### config.mk
export PLATFORM = sky130hd
export DESIGN_NAME = serial_pattern_gen
export DESIGN_NICKNAME = d
export VERILOG_FILES = /design/src/rtl/serial_pattern_gen.sv
export SDC_FILE = /design/constraint.sdc
export NUM_CORES = 1
export LEC_CHECK = 0
export CAP_MARGIN = 20
export CORE_UTILIZATION = 44
export CTS_BUF_LIST = sky130_fd_sc_hd__clkbuf_8 sky130_fd_sc_hd__clkbuf_16
export CTS_CLUSTER_SIZE = 8
export DETAILED_ROUTE_END_ITERATION = 8
export PLACE_DENSITY = 0.82
export SLEW_MARGIN = 20
export SYNTH_ARGS = -nofsm -noshare
export SYNTH_HDL_FRONTEND = slang
export SYNTH_SLANG_ARGS = --single-unit
### constraint.sdc
create_clock -name clk -period 3.4 [get_ports clk]
set_input_delay 0.68 -clock clk [delete_from_list [all_inputs] [get_ports clk]]
set_output_delay 0.68 -clock clk [all_outputs]
set_load 0.05 [all_outputs]
### src/rtl/serial_pattern_gen.sv
// Multi-mode shift register: rotate, serial-in or Fibonacci LFSR, with a
// parallel load, a per-frame shift counter and a registered frame-done pulse.
module serial_pattern_gen #(
  parameter int               WIDTH = 8,
  parameter logic [WIDTH-1:0] INIT  = 8'h4B,
  parameter logic [WIDTH-1:0] TAPS  = 8'hB8,
  localparam int              CW    = ($clog2(WIDTH) < 1) ? 1 : $clog2(WIDTH)
) (
  input  logic             clk,
  input  logic             rst,
  input  logic             en,
  input  logic [1:0]       mode,
  input  logic             load,
  input  logic [WIDTH-1:0] load_data,
  input  logic             serial_in,
  output logic             serial_out,
  output logic [WIDTH-1:0] parallel_out,
  output logic [CW-1:0]    bit_cnt,
  output logic             frame_done
);

  localparam logic [1:0] MODE_ROTATE = 2'b00;
  localparam logic [1:0] MODE_SERIAL = 2'b01;
  localparam logic [1:0] MODE_LFSR   = 2'b10;
  localparam logic [1:0] MODE_HOLD   = 2'b11;

  logic [WIDTH-1:0] pattern_reg;
  logic [WIDTH-1:0] pattern_next;
  logic [CW-1:0]    cnt_reg;
  logic             done_reg;
  logic             shift;
  logic             wrap;
  logic             new_bit;

  assign shift = en && (mode != MODE_HOLD);
  assign wrap  = (cnt_reg == CW'(WIDTH - 1));

  always_comb begin
    new_bit = 1'b0;
    case (mode)
      MODE_ROTATE: new_bit = pattern_reg[WIDTH-1];
      MODE_SERIAL: new_bit = serial_in;
      MODE_LFSR:   new_bit = ^(pattern_reg & TAPS);
      default:     new_bit = 1'b0;
    endcase
    pattern_next = {pattern_reg[WIDTH-2:0], new_bit};
    // An all-zero LFSR would never leave zero; reseed it instead.
    if (mode == MODE_LFSR && pattern_reg == '0) begin
      pattern_next = INIT;
    end
  end

  always_ff @(posedge clk) begin
    if (rst) begin
      pattern_reg <= INIT;
      cnt_reg     <= '0;
      done_reg    <= 1'b0;
    end else if (load) begin
      pattern_reg <= load_data;
      cnt_reg     <= '0;
      done_reg    <= 1'b0;
    end else if (shift) begin
      pattern_reg <= pattern_next;
      cnt_reg     <= wrap ? '0 : cnt_reg + CW'(1);
      done_reg    <= wrap;
    end else begin
      done_reg    <= 1'b0;
    end
  end

  assign serial_out   = pattern_reg[WIDTH-1];
  assign parallel_out = pattern_reg;
  assign bit_cnt      = cnt_reg;
  assign frame_done   = done_reg;

endmodule

======== After elaboration in Yosys (flattened, before gate mapping) ========
Index checks and enable logic that the tools add are counted.
storage, ports and cells
  register bits ........................... 12
  input bits .............................. 15
  word-level logic and storage cells ...... 22
operators by class
  $add $sub $neg .......................... 1
  equal/unequal tests ..................... 4
  multiplexer cells ....................... 5
  bitwise operators ....................... 1
  reductions and logical operators ........ 8
operators with widths
  cell                 count
  $mux 8               3
  $logic_not 8->1      1
  $reduce_xor 8->1     1
  $add 3x1->3 const B  1
  $eq 3x3->1 const B   1
  $mux 3               1
  $pmux 1 s3           1
  $reduce_or 3->1      1
  $eq 2x1->1 const B   1
  $eq 2x2->1 const B   1
  $logic_and 1x1->1    2
  $logic_not 2->1      1
  $ne 2x2->1 const B   1
  $reduce_bool 2->1    1
  $reduce_or 2->1      1
  $not 1->1            1

======== Depth between registers and ports, before layout ========
Gate-level depths: netlist of the first run.
  depth in word-level cells ............... 5
  gate-level depth with buffers ........... 6
  mapped depth without buffers ............ 6

======== Worst setup path after synthesis of the first run ========
Ideal clock, no wire load.
  kind .................................... register -> output
  start ................................... register pattern_reg[7] (netlist: parallel_out[7])
  end ..................................... output parallel_out[7]
  data arrival time ....................... 0.978 ns
  required time ........................... 2.720 ns
  slack ................................... 1.742 ns
  stages on the path, launching flop included .. 2
  buffers on the path ..................... 1
  cell sequence ........................... dfxtp_1 > buf_4
RTL lines
  item                      line  source
  start: declaration        27    logic [WIDTH-1:0] pattern_reg;
  start signal: assignment  59    pattern_reg <= load_data;
  start signal: assignment  63    pattern_reg <= pattern_next;
  end: declaration          17    output logic [WIDTH-1:0] parallel_out,
No word-level cell between the ends.

======== Worst setup path after layout of the first run ========
  start ................................... register pattern_reg[7] (netlist: parallel_out[7])
  end ..................................... output parallel_out[7]
No word-level cell between the ends.

==> results.toml, run 1 <==
[run_status]
outcome = "complete, no violations"

[floorplanning]
die_x_um = 41.12
initial_core_util_pct = 49.27
io_pins = 28
die_area_mm2 = 0.001690
fp.dieH_um = 41.12
floorplan.rows = 13
coreArea_mm2 = 0.001366

[timing]
hold_violations = 0
fin_crit_ps = 2206
post-route-period-util_pct = 64.87
max_slew_margin_pct = 56.40
fmax_mhz = 453.4
tightest_slew_ps = 652.0
setup-violations-final = 0
rsz0062_at_grt = "no"
slew_viol_final = 0
setup_ws_ps = 1194
skew_ps = 1.504
tns_ps = 0

[layout]
nets = 123
drive_above_1_share_pct = 8.738
area_delta_synth_final_pct = 44.24
final_common_cell = "clkdlybuf4s50_1"
final_cell_mix = "clkdlybuf4s50_1 (27), nand2_1 (12), dfxtp_1 (12)"
insertedDiodeCount = 0
fin_cells = 118

[synthesis]
synthDistinctLibCells = 31
synth_warnings = 0
synth_xor_area_share_pct = 2.602
synth_mux_area_share_pct = 5.948
synth_seq_cells = 12
syn_avg_cell_area_um2 = 8.630
synth_nets = 96
synthAdderAreaFrac_pct = 5.576
synth-simple-area-share_pct = 23.98
syn-cell-area_um2 = 673.1
synth_seq_area_share_pct = 35.69
synth_top_family_by_area = "simple AND/OR/NAND/NOR gates"
synthCells = 78
synth-compound-area-share_pct = 20.26

[routing]
drc = 0
vias = 656
drt_iter0_drc = 5
totalWireLength_um = 1735
drt-vias-per-instance = 5.559
antenna_left = 0
wl_per_cell_um = 14.70
drt_first_pass_iters = 4

[clock_network]
cts_root_buf = "clkbuf_8"
clock_latency_ps = 240
clk_pin_slew_worst_paths_ps = 50
ctsHoldBuffers = 0
post_cts_resized = 0
htree_levels = 1
numCtsBuffers = 3
tritoncts = "done"
post-cts-setup-buffer-count = 0
clock_sinks = 12
cts.path.max_buffers = 2

[hold_path]
hp-class = "reg2reg"

[critical_path]
r2r_slack_ps = 1960
worstSetupPathType = "reg2out"
critPathArrivalTime_ps = 1530
start_kind = "flop"
cp_num_cells = 1
crit_path_start = "parallel_out[7]"
slowest_delay_ps = 850
crit_required_ps = 2720
r2r_start = "parallel_out[4]"
rr_endpoint = "parallel_out[5]"
crit_buf_inv = 1
worst-r2r-cell-count = 6
path_cells = "clkdlybuf4s50_1"
crit_fanout = 5
end_kind = "output port"
crit_family = "buffers and inverters"
endpoint = "parallel_out[7]"
cp_slowest_cell = "clkdlybuf4s50_1"

[global_route]
grt_usage_pct = 25.50
grt-ovfl-total = 0
grt_max_degree = 21
grt_pass1_wl_um = 2691
grt_pass1_vias = 625
antenna_found_initial = 0

[place]
gp_routability_congestion = 0.7873
place_ws_ps = 950.8
hpwl_um = 1257
dp.cells = 115
port_buffers = 27

[power_and_ir_drop]
ir_drop_uv = 242.7
power_density_mw_per_mm2 = 415.6
p_leak_nw = 0.3898

[job]
maxCapViolCount = 0
## cell usage after synthesis
| cell | number | area share (%) |
|---|---|---|
| o21ai_0 | 1 | 0.74 |
| a21boi_2 | 1 | 1.7 |
| or3b_2 | 1 | 1.3 |
| or3_1 | 1 | 0.93 |
| a21o_2 | 1 | 1.3 |
| nand2_1 | 12 | 6.7 |
| inv_1 | 2 | 1.1 |
| a41oi_2 | 1 | 2.4 |
| a22o_1 | 1 | 1.3 |
| clkbuf_1 | 1 | 0.56 |
| ha_1 | 3 | 5.6 |
| nor3_1 | 3 | 2.2 |
| o211ai_1 | 1 | 1.1 |
| and2b_4 | 1 | 1.5 |
| xor2_1 | 2 | 2.6 |
| a41o_1 | 1 | 1.5 |
| buf_2 | 2 | 1.5 |
| nor3b_1 | 1 | 1.1 |
| nand2b_1 | 1 | 0.93 |
| mux2i_1 | 4 | 5.9 |
| nor3_2 | 1 | 1.5 |
| buf_4 | 1 | 1.1 |
| o2bb2ai_1 | 3 | 3.9 |
| nor2_1 | 5 | 2.8 |
| dfxtp_1 | 12 | 36 |
| nand3_1 | 3 | 2.2 |
| a21oi_1 | 6 | 4.5 |
| nor2b_1 | 2 | 1.9 |
| buf_6 | 1 | 1.7 |
| and3_1 | 1 | 0.93 |
| a31oi_1 | 2 | 1.9 |
## area by class of cell
class,instances,area (um^2)
Timing Repair Buffer,27,270.3
Tap cell,15,18.77
Multi-Input combinational cell,59,392.9
Clock buffer,3,41.29
Inverter,2,7.507
Fill cell,122,395.4
Sequential cell,12,240.2
## routing by layer
| metal | global-route usage, % | up-vias | part of all wire (%) |
|---|---|---|---|
| met4 | 14.52 | 0 | 3.8 |
| li1 | - | 328 | - |
| met5 | 0 | - | 0 |
| met3 | 7.065 | 7 | 5.6 |
| met2 | 41.41 | 23 | 48 |
| met1 | 29.74 | 298 | 43 |
## power by group
group	internal, mW	switching, mW
Sequential	0.150	0.0105
Clock	0.0780	0.0516
Combinational	0.0487	0.0652
Total	0.276	0.127
## stage by stage
step	total power [mW]	area, um^2	utilization (%)	hold slack [ps]
2_1_floorplan	0.2347	673.1	-	712.4
3_3_place_gp	0.2741	929.6	68.04	514.8
3_5_place_dp	0.2771	929.6	68.04	529.6
4_1_cts	0.4076	970.9	71.06	537.5
5_1_grt	0.4240	970.9	71.06	564.7
6_report	0.4035	970.9	71.06	532.1
## cell families (layout without fill, tap and decap cells)
family / Yosys count / in the layout
xor gates and xnor gates: 2 / 2
AOI/OAI and AO/OA: 18 / 18
and+or+nand+nor: 32 / 32
adders and majority gates: 3 / 3
buffers and inverters: 7 / 32
DFF: 12 / 12
muxes: 4 / 4
## registers in the layout (all words and copies together) (netlist names)
| name | cells |
|---|---|
| parallel_out | 8 |
| bit_cnt | 3 |
| frame_done | 1 |
## worst min-delay path by stage
stage	from	cells after the start	slack (ps)	endpoint
3_5_place_dp	parallel_out[6]	2	530	parallel_out[7]
3_3_place_gp	parallel_out[6]	2	510	parallel_out[7]
5_1_grt	parallel_out[6]	2	560	parallel_out[7]
6_report	parallel_out[6]	2	530	parallel_out[7]
2_1_floorplan	parallel_out[6]	2	710	parallel_out[7]
4_1_cts	parallel_out[6]	2	540	parallel_out[7]
Power figures use the tool's default switching activity.
==> run 2, diff against run 1 <==
--- a/config.mk
+++ b/config.mk
@@ -6,11 +6,11 @@
 export NUM_CORES = 1
 export LEC_CHECK = 0
 export CAP_MARGIN = 20
-export CORE_UTILIZATION = 44
+export CORE_UTILIZATION = 37
 export CTS_BUF_LIST = sky130_fd_sc_hd__clkbuf_8 sky130_fd_sc_hd__clkbuf_16
 export CTS_CLUSTER_SIZE = 8
 export DETAILED_ROUTE_END_ITERATION = 8
-export PLACE_DENSITY = 0.82
+export PLACE_DENSITY = 0.74
 export SLEW_MARGIN = 20
 export SYNTH_ARGS = -nofsm -noshare
 export SYNTH_HDL_FRONTEND = slang
==> constraint.sdc (replaced) <==
create_clock -name clk -period 1.9 [get_ports clk]
set_input_delay 0.38 -clock clk [delete_from_list [all_inputs] [get_ports clk]]
set_output_delay 0.38 -clock clk [all_outputs]
set_load 0.05 [all_outputs]
==> run 2 against run 1 <==
Sequential share of layout area decreased by 0.31 points; largest power group unchanged; combinational power increased by 77%; clock skew increased by 1.9 ps.
==> results.toml, run 2 (synthesis results as in run 1) <==
[run_status]
outcome = "complete, no violations"

[job]
maxCapViolCount = 0

[floorplanning]
fp.dieH_um = 44.66
coreArea_mm2 = 0.001708
die_x_um = 44.66
die_area_mm2 = 0.001994
initial_core_util_pct = 39.41
io_pins = 28
floorplan.rows = 15

[clock_network]
cts_root_buf = "clkbuf_8"
post-cts-setup-buffer-count = 0
clk_pin_slew_worst_paths_ps = 50
clock_sinks = 12
post_cts_resized = 0
cts.path.max_buffers = 2
numCtsBuffers = 3
ctsHoldBuffers = 0
clock_latency_ps = 240
tritoncts = "done"
htree_levels = 1

[place]
gp_routability_congestion = 0.7999
port_buffers = 27
hpwl_um = 1215

[timing]
slew_viol_final = 0
skew_ps = 3.395
tightest_slew_ps = 491.3
setup-violations-final = 0
fin_crit_ps = 1776
hold_violations = 0
tns_ps = 0
rsz0062_at_grt = "no"
max_slew_margin_pct = 67.14
post-route-period-util_pct = 93.45
fmax_mhz = 563.2

[routing]
drt-vias-per-instance = 4.954
antenna_left = 0
totalWireLength_um = 1616
wl_per_cell_um = 12.34
drt_iter0_drc = 5
drc = 0
vias = 649
drt_first_pass_iters = 2

[layout]
drive_above_1_share_pct = 19.81
largest_reg_flops = 8
fillers = 167
area_delta_synth_final_pct = 46.10
insertedDiodeCount = 0
final_cell_mix = "clkdlybuf4s50_1 (18), nand2_1 (12), dfxtp_1 (12), buf_4 (12), a21oi_1 (6)"
final_common_cell = "clkdlybuf4s50_1"
nets = 126
multi_input_area_um2 = 392.9
regArea_um2 = 240.2
fin_util_pct = 57.58

[critical_path]
crit_required_ps = 1520
start_kind = "flop"
crit_family = "buffers and inverters"
worstSetupPathType = "reg2out"
critPathArrivalTime_ps = 1400
crit_fanout = 3
slowest_delay_ps = 810
crit_buf_inv = 1
cp_slowest_cell = "clkdlybuf4s50_1"
path_cells = "clkdlybuf4s50_1"
end_kind = "output port"

[power_and_ir_drop]
power_density_mw_per_mm2 = 727.1
p_leak_nw = 0.4142
ir_drop_uv = 337.8

[global_route]
grt_pass1_wl_um = 2546
antenna_found_initial = 0
grt_max_degree = 13
grt-ovfl-total = 0
grt_pass1_vias = 613
grt_usage_pct = 17.90

[hold_path]
hp-class = "reg2reg"
run 2: final cells by class:
class,count,share of cell area (%)
timing repair buffer,30,27.48
clock buffer,3,4.198
multi-input combinational,59,39.95
sequential,12,24.43
inverter,2,0.7634
tap,25,3.181
run 2: worst paths after layout:
kind	slack, ps	endpoint	start	cells after the start
max	120	bit_cnt[2]	bit_cnt[2]	1
min	530	parallel_out[7]	parallel_out[6]	2
max reg2reg	500	parallel_out[5]	parallel_out[4]	6
min reg2reg	530	parallel_out[7]	parallel_out[6]	2
run 2: per-stage QoR:
step,setup WS (ps),power [mW],instance area (um^2),hold WS (ps),instances
floorplan,264.5,0.4201,673.1,451.6,78
global placement,99.49,0.4928,942.2,521.1,128
detailed placement,83.07,0.4930,942.2,514.5,128
CTS,111.2,0.7224,983.4,522.4,131
global route,88.60,0.7491,983.4,556.0,131
finish,124.5,0.7150,983.4,529.5,131
run 2: report_power, final:
group	switching, mW	total [mW]	internal (mW)
Sequential	0.0189	0.287	0.268
Combinational	0.116	0.202	0.0857
Clock	0.0872	0.226	0.139
run 2: per-layer routing:
layer  up-vias  part of all wire [%]  global-route usage [%]  wire [um]
met5         -                     0                       0          0
met4         0                   1.7                   9.091         27
met3         4                   5.0                   3.673         80
met2        20                    47                   30.59        765
met1       292                    46                   20.99        742
li1        333                     -                       -          -
